### src/rtl/sprite_pkg.sv
// Shared encodings, screen defaults and packed-parameter helpers for the sprite animator.
package sprite_pkg;

  typedef enum logic [1:0] {
    MODE_LOOP           = 2'd0,
    MODE_ONESHOT_HOLD   = 2'd1,
    MODE_ONESHOT_RETURN = 2'd2
  } anim_mode_e;

  localparam int          SCR_W_DEF       = 96;
  localparam int          SCR_H_DEF       = 64;
  localparam logic [15:0] TRANSPARENT_DEF = 16'hFFFF;

  // Per-state field widths inside STATE_FRAMES / STATE_MODE; up to 32 states fit the helper.
  localparam int FRAMES_FW   = 8;
  localparam int MODE_FW     = 2;
  localparam int FIELD_VEC_W = 256;

  function automatic logic [7:0] state_field(input logic [FIELD_VEC_W-1:0] vec,
                                             input int unsigned idx,
                                             input int unsigned w);
    logic [FIELD_VEC_W-1:0] mask;
    mask = (FIELD_VEC_W'(1) << w) - FIELD_VEC_W'(1);
    return 8'((vec >> (idx * w)) & mask);
  endfunction

  // RGB565 tint: the 6-bit green field is halved, red and blue pass through.
  function automatic logic [15:0] halve_green(input logic [15:0] c);
    return {c[15:11], 1'b0, c[10:6], c[4:0]};
  endfunction

endpackage

### src/rtl/sprite_animator_seq.sv
// Animation sequencer: tick divider, per-state frame stepping, one-shot completion tracking.
module anim_sequencer
  import sprite_pkg::*;
#(
  parameter int                             FRAME_DIV    = 6_250_000,
  parameter int                             NUM_STATES   = 8,
  parameter int                             MAX_FRAMES   = 4,
  parameter logic [NUM_STATES*FRAMES_FW-1:0] STATE_FRAMES = {NUM_STATES{8'd4}},
  parameter logic [NUM_STATES*MODE_FW-1:0]   STATE_MODE   = '0,
  localparam int CSW   = (NUM_STATES > 1) ? $clog2(NUM_STATES) : 1,
  localparam int FW    = (MAX_FRAMES > 1) ? $clog2(MAX_FRAMES) : 1
) (
  input  logic           clk,
  input  logic           rst_n,
  input  logic [CSW-1:0] character_state,
  input  logic [1:0]     move_state,
  output logic [FW-1:0]  frame_sel,
  output logic           anim_done
);

  localparam int CNT_W = $clog2(FRAME_DIV);
  localparam logic [FIELD_VEC_W-1:0] FRAMES_EXT = FIELD_VEC_W'(STATE_FRAMES);
  localparam logic [FIELD_VEC_W-1:0] MODES_EXT  = FIELD_VEC_W'(STATE_MODE);

  logic [CNT_W-1:0] tick_cnt;
  logic [CSW-1:0]   prev_state;
  logic             done_hold;
  logic             state_change;
  logic             tick;
  logic [7:0]       last_frame;
  logic [7:0]       frame_ext;
  anim_mode_e       mode_cur;

  always_comb begin
    state_change = (character_state != prev_state);
    tick         = (tick_cnt == CNT_W'(FRAME_DIV - 1)) && !state_change;
    last_frame   = state_field(FRAMES_EXT, 32'(character_state), FRAMES_FW) - 8'd1;
    mode_cur     = anim_mode_e'(2'(state_field(MODES_EXT, 32'(character_state), MODE_FW)));
    frame_ext    = 8'(frame_sel);
  end

  always_ff @(posedge clk) begin
    if (!rst_n) begin
      tick_cnt   <= '0;
      frame_sel  <= '0;
      done_hold  <= 1'b0;
      anim_done  <= 1'b0;
      // Tracking the live input avoids a spurious restart right after reset release.
      prev_state <= character_state;
    end else begin
      // NOTE: non-blocking default makes anim_done a single-clk pulse; later assignments win.
      anim_done  <= 1'b0;
      prev_state <= character_state;
      if (state_change) begin
        tick_cnt  <= '0;
        frame_sel <= '0;
        done_hold <= 1'b0;
      end else begin
        tick_cnt <= tick ? '0 : tick_cnt + CNT_W'(1);
        if (tick) begin
          if (character_state == '0) begin
            unique case (move_state)
              2'd1:    frame_sel <= (frame_sel == '0) ? FW'(1) : '0;
              2'd2:    frame_sel <= (frame_sel == '0) ? FW'(2) : '0;
              default: frame_sel <= '0;
            endcase
          end else begin
            unique case (mode_cur)
              MODE_ONESHOT_HOLD: begin
                if (!done_hold) begin
                  if (frame_ext >= last_frame) begin
                    anim_done <= 1'b1;
                    done_hold <= 1'b1;
                  end else begin
                    frame_sel <= frame_sel + FW'(1);
                    if (frame_ext + 8'd1 == last_frame) begin
                      anim_done <= 1'b1;
                      done_hold <= 1'b1;
                    end
                  end
                end
              end
              MODE_ONESHOT_RETURN: begin
                if (!done_hold) begin
                  if (frame_ext >= last_frame) begin
                    frame_sel <= '0;
                    anim_done <= 1'b1;
                    done_hold <= 1'b1;
                  end else begin
                    frame_sel <= frame_sel + FW'(1);
                  end
                end
              end
              default: frame_sel <= (frame_ext >= last_frame) ? '0 : frame_sel + FW'(1);
            endcase
          end
        end
      end
    end
  end

endmodule

### src/rtl/sprite_animator.sv
// Sprite animator top: frame sequencer plus a two-stage raster-to-ROM pixel pipeline.
module sprite_animator
  import sprite_pkg::*;
#(
  parameter int                             FRAME_DIV    = 6_250_000,
  parameter int                             NUM_STATES   = 8,
  parameter int                             MAX_FRAMES   = 4,
  parameter logic [NUM_STATES*FRAMES_FW-1:0] STATE_FRAMES = {NUM_STATES{8'd4}},
  parameter logic [NUM_STATES*MODE_FW-1:0]   STATE_MODE   = '0,
  parameter int                             SCR_W        = SCR_W_DEF,
  parameter int                             SCR_H        = SCR_H_DEF,
  parameter logic [15:0]                    TRANSPARENT  = TRANSPARENT_DEF,
  localparam int CSW = (NUM_STATES > 1) ? $clog2(NUM_STATES) : 1,
  localparam int FW  = (MAX_FRAMES > 1) ? $clog2(MAX_FRAMES) : 1
) (
  input  logic           clk,
  input  logic           rst_n,
  input  logic [12:0]    pixel_index,
  input  logic [6:0]     x,
  input  logic [6:0]     y,
  input  logic           mirror,
  input  logic           modify_col,
  input  logic [CSW-1:0] character_state,
  input  logic [1:0]     move_state,
  output logic [12:0]    rom_addr,
  output logic [FW-1:0]  frame_sel,
  input  logic [15:0]    rom_colour,
  output logic [15:0]    oled_colour,
  output logic           anim_done
);

  localparam logic signed [8:0] HALF_W = 9'(SCR_W / 2);
  localparam logic signed [8:0] HALF_H = 9'(SCR_H / 2);
  localparam logic signed [8:0] W_S    = 9'(SCR_W);
  localparam logic signed [8:0] H_S    = 9'(SCR_H);

  logic [FW-1:0] cur_frame;

  anim_sequencer #(
    .FRAME_DIV   (FRAME_DIV),
    .NUM_STATES  (NUM_STATES),
    .MAX_FRAMES  (MAX_FRAMES),
    .STATE_FRAMES(STATE_FRAMES),
    .STATE_MODE  (STATE_MODE)
  ) u_seq (
    .clk            (clk),
    .rst_n          (rst_n),
    .character_state(character_state),
    .move_state     (move_state),
    .frame_sel      (cur_frame),
    .anim_done      (anim_done)
  );

  logic [6:0]        px, py;
  logic signed [8:0] px_s, py_s, x_s, y_s, col, row;
  logic              oob_d, oob_q;
  logic [12:0]       addr_d;

  // NOTE: every always_comb output is assigned on every path, so no latch is inferred.
  always_comb begin
    px     = 7'(pixel_index % 13'(SCR_W));
    py     = 7'(pixel_index / 13'(SCR_W));
    px_s   = $signed({2'b00, px});
    py_s   = $signed({2'b00, py});
    x_s    = $signed({2'b00, x});
    y_s    = $signed({2'b00, y});
    col    = mirror ? (HALF_W + x_s - px_s) : (px_s - x_s + HALF_W);
    row    = py_s - y_s + HALF_H;
    oob_d  = (col < 0) || (col >= W_S) || (row < 0) || (row >= H_S);
    addr_d = oob_d ? '0 : 13'(int'(row) * SCR_W + int'(col));
  end

  // Stage 1: frame_sel travels with rom_addr so one pixel never mixes two frames.
  always_ff @(posedge clk) begin
    if (!rst_n) begin
      rom_addr  <= '0;
      oob_q     <= 1'b1;
      frame_sel <= '0;
    end else begin
      rom_addr  <= addr_d;
      oob_q     <= oob_d;
      frame_sel <= cur_frame;
    end
  end

  // Stage 2: background never receives the tint.
  always_ff @(posedge clk) begin
    if (!rst_n) begin
      oled_colour <= TRANSPARENT;
    end else if (oob_q) begin
      oled_colour <= TRANSPARENT;
    end else if (modify_col && (rom_colour != TRANSPARENT)) begin
      oled_colour <= halve_green(rom_colour);
    end else begin
      oled_colour <= rom_colour;
    end
  end

endmodule

### config.mk
export PLATFORM = sky130hd
export DESIGN_NAME = sprite_animator
export DESIGN_NICKNAME = d
export VERILOG_FILES = /design/src/rtl/sprite_pkg.sv /design/src/rtl/sprite_animator_seq.sv /design/src/rtl/sprite_animator.sv
export SDC_FILE = /design/constraint.sdc
export NUM_CORES = 1
export LEC_CHECK = 0
export ABC_AREA = 1
export BUFFER_PORTS_ARGS = -buffer_cell sky130_fd_sc_hd__buf_2
export CAP_MARGIN = 10
export CELL_PAD_IN_SITES_DETAIL_PLACEMENT = 0
export CELL_PAD_IN_SITES_GLOBAL_PLACEMENT = 1
export CORE_AREA = 2 2 105 107
export CTS_CLUSTER_SIZE = 10
export DETAILED_ROUTE_END_ITERATION = 8
export DIE_AREA = 0 0 107 109
export HOLD_SLACK_MARGIN = 0.02
export PLACE_DENSITY_LB_ADDON = 0.1
export SETUP_SLACK_MARGIN = 0.05
export SLEW_MARGIN = 40
export SYNTH_ARGS = -nofsm -noshare
export SYNTH_HDL_FRONTEND = slang
export SYNTH_SLANG_ARGS = --single-unit
### constraint.sdc
create_clock -name clk -period 10.1 [get_ports clk]
set_input_delay 2.02 -clock clk [delete_from_list [all_inputs] [get_ports clk]]
set_output_delay 2.02 -clock clk [all_outputs]
set_load 0.02 [all_outputs]
==> impl_metrics.env <==
export IMPL_maxCapViolCount=0
export IMPL_finClkSkew_ns=0.00661
export IMPL_cts_tree="built"
export IMPL_cts_path_max_buffers=2
export IMPL_synth_edf_count=0
export IMPL_ys_warn_count=0
export IMPL_status="finished, final reports clean"
export IMPL_min_path_type="reg -> reg"
export IMPL_first_iter_violations=95
export IMPL_grt_ovfl_total=0
export IMPL_syn_inst=611
export IMPL_clockPowerShare_pct=23.3
export IMPL_synth_top_area_share_pct=26.5
export IMPL_port_buffers=82
export IMPL_fin_crit_sh_pct=65.4
export IMPL_syn_nets=724
export IMPL_wl_microns=8850
export IMPL_synth_area_leaders="dfxtp_1 (27%), ha_1 (15%), nand2_1 (10%), inv_1 (9.9%), xor2_1 (3.7%)"
export IMPL_dieArea_sq_um=11700
export IMPL_layout_commonest_cell="nand2_1"
export IMPL_final_cell_mix="nand2_1 (120), inv_1 (119), buf_2 (82), dfxtp_1 (60), ha_1 (55)"
export IMPL_hpwlAfterDp_microns=7390
export IMPL_drive_above_1_share_pct=20.3
export IMPL_drc=0
export IMPL_postCtsSetupBuffers=0
export IMPL_worst_pin_slew_ns=0.627
export IMPL_rr_endpoint="u_seq.tick_cnt[17]$_SDFF_PP0_"
export IMPL_avgSynthCellArea_sq_um=7.41
export IMPL_first_pass_iters=5
export IMPL_fmax_mhz=152
export IMPL_cp_arrival_ns=6.86
export IMPL_die_h_microns=109
export IMPL_vias=3930
export IMPL_cts_buffers=9
export IMPL_drv_slew=0
export IMPL_ant_nets=0
export IMPL_yosysSeqAreaShare_pct=26.5
export IMPL_r2r_slack_ns=7.87
export IMPL_crit_start="pixel_index[10]"
export IMPL_r2r_cells=10
export IMPL_ys_types=54
export IMPL_netlist_area_sq_um=4530
export IMPL_p_leak_nw=2.66
export IMPL_track_usage_pct=15.8
export IMPL_ios=84
export IMPL_start_util_pct=42.7
export IMPL_ctsResizeCount=0
export IMPL_hold_violations=0
export IMPL_cp_end_kind="register"
export IMPL_slowest_delay_ns=0.34
export IMPL_cp_required_ns=10.36
export IMPL_grt_pass1_vias=3619
export IMPL_p_int_uw=663
export IMPL_cp_max_fo=4
export IMPL_syn2layout_area_growth_pct=17.2
export IMPL_coreArea_sq_um=10600
export IMPL_worst_path_most_repeated_cell="nand2_1"
export IMPL_holdWs_ns=0.445
export IMPL_pwr_share_comb_pct=55.0
export IMPL_cts_root_buf="clkbuf_8"
export IMPL_htreeDepth=3
export IMPL_synth_area_leader_cell="dfxtp_1"
export IMPL_synth_seq_cells=60
export IMPL_clk_pin_slew_ns=0.07
export IMPL_worstSetupPathType="in -> reg"
export IMPL_endpoint="rom_addr[12]$_SDFF_PP0_"
export IMPL_grt_max_degree=23
export IMPL_crit_path_start_kind="primary input"
export IMPL_crit_path_top_delay_cell="ha_1"
export IMPL_place_congestion=0.844
export IMPL_postLayoutCoreUtil_pct=50.1
export IMPL_cts_num_sinks=60
export IMPL_switchingPower_uw=479
export IMPL_final_setup_viol_count=0
export IMPL_powerDensity_nw_per_um2=215
export IMPL_clock_latency_ns=0.34
export IMPL_vias_per_cell=4.68
export IMPL_synthArstFlopShare_pct=0
export IMPL_irDropWorstVdd_uv=87.0
export IMPL_rows=38
export IMPL_fin_tns_setup_ns=0
export IMPL_swShare_pct=41.9
export IMPL_cts_hold_buf=0
export IMPL_grt_setup_unrepaired="false"
export IMPL_power_frac_seq_pct=21.7
export IMPL_die_w_microns=107
export IMPL_relSlewSlack_pct=58.2
export IMPL_grt_first_pass_wirelength_microns=15100
export IMPL_wl_per_cell_microns=10.5
export IMPL_synthFlopType="dfxtp_1"
export IMPL_r2r_start="u_seq.tick_cnt[0]$_SDFF_PP0_"
export IMPL_diodes=0
export IMPL_period_needed_ns=6.60
export IMPL_fin_nets=808
export IMPL_grt_antenna_before_repair=0
## synth_stat cells, drive strengths merged, types with 8 or more instances
master	instances
o21ai	18
nor2	40
dfxtp	60
nand3	31
nand2	127
inv	123
a21oi	34
nor3b	8
nand4	11
xnor2	9
nor3	28
ha	55
xor2	20
## per-stage QoR
stage	worst slack [ns]	instance area (sq um)	power [mW]	cells
floorplan	3.72	4530	0.771	611
global placement	3.32	5050	0.876	824
detailed placement	3.10	5060	0.886	824
CTS	3.46	5310	1.16	840
global route	2.82	5310	1.25	840
finish	3.50	5310	1.14	840
## kinds of logic after synthesis
kind of cell,Yosys count,synth area share [%]
simple gates,255,28.0
flops,60,26.5
other cells,1,0.0828
mux,2,0.442
fa+ha+maj,61,17.9
xor+xnor,29,5.94
buf+inv,132,11.5
compound gates,71,9.62
## registers in the layout, summed over array words and instances, names as in the netlist
signal	flops
u_seq.tick_cnt	23
oled_colour	16
u_seq.prev_state	3
rom_addr	13
u_seq.frame_sel	2
oob_q	1
frame_sel	2
## per-layer routing
layer / GRT usage (%) / part of all wire, % / vias up
met1: 18.7 / 46 / 1743
met2: 28.3 / 49 / 62
met4: 5.47 / 1.1 / 0
met3: 3.17 / 3.9 / 7
li1: - / - / 2118
met5: 0 / 0 / -
## worst min path at each step
stage	depth (start not counted)	startpoint	slack [ns]	end
floorplan	1	u_seq.tick_cnt[0]$_SDFF_PP0_	0.42	u_seq.tick_cnt[0]$_SDFF_PP0_
global placement	1	u_seq.tick_cnt[0]$_SDFF_PP0_	0.43	u_seq.tick_cnt[0]$_SDFF_PP0_
detailed placement	1	u_seq.tick_cnt[0]$_SDFF_PP0_	0.43	u_seq.tick_cnt[0]$_SDFF_PP0_
CTS	1	u_seq.tick_cnt[0]$_SDFF_PP0_	0.45	u_seq.tick_cnt[0]$_SDFF_PP0_
global route	1	u_seq.tick_cnt[0]$_SDFF_PP0_	0.48	u_seq.tick_cnt[0]$_SDFF_PP0_
finish	1	u_seq.tick_cnt[0]$_SDFF_PP0_	0.44	u_seq.tick_cnt[0]$_SDFF_PP0_
## critical path: cells and delay by family
kind | cells | cell delay, ns
AOI/OAI and AO/OA | 6 | 0.83
xor gates and xnor gates | 4 | 0.81
adders and majority gates | 4 | 1.19
buffers and inverters | 5 | 0.43
and+or+nand+nor | 16 | 1.56
## final cells by class
class / instances / area (sq um)
fill: 1071 / 5300
multi-input combinational: 419 / 2810
sequential: 60 / 1200
inverter: 123 / 462
timing repair buffer: 82 / 410
tap: 140 / 175
clock buffer: 10 / 138
clock inverter: 6 / 111
## power by group through the flow
stage               clock (mW)  sequential (mW)  combinational, mW
floorplan                    0            0.261              0.510
detailed placement           0            0.253              0.633
CTS                      0.272            0.248              0.636
global route             0.285            0.248              0.720
global placement             0            0.253              0.624
finish                   0.266            0.247              0.628
(Power assumes the default switching activity.)
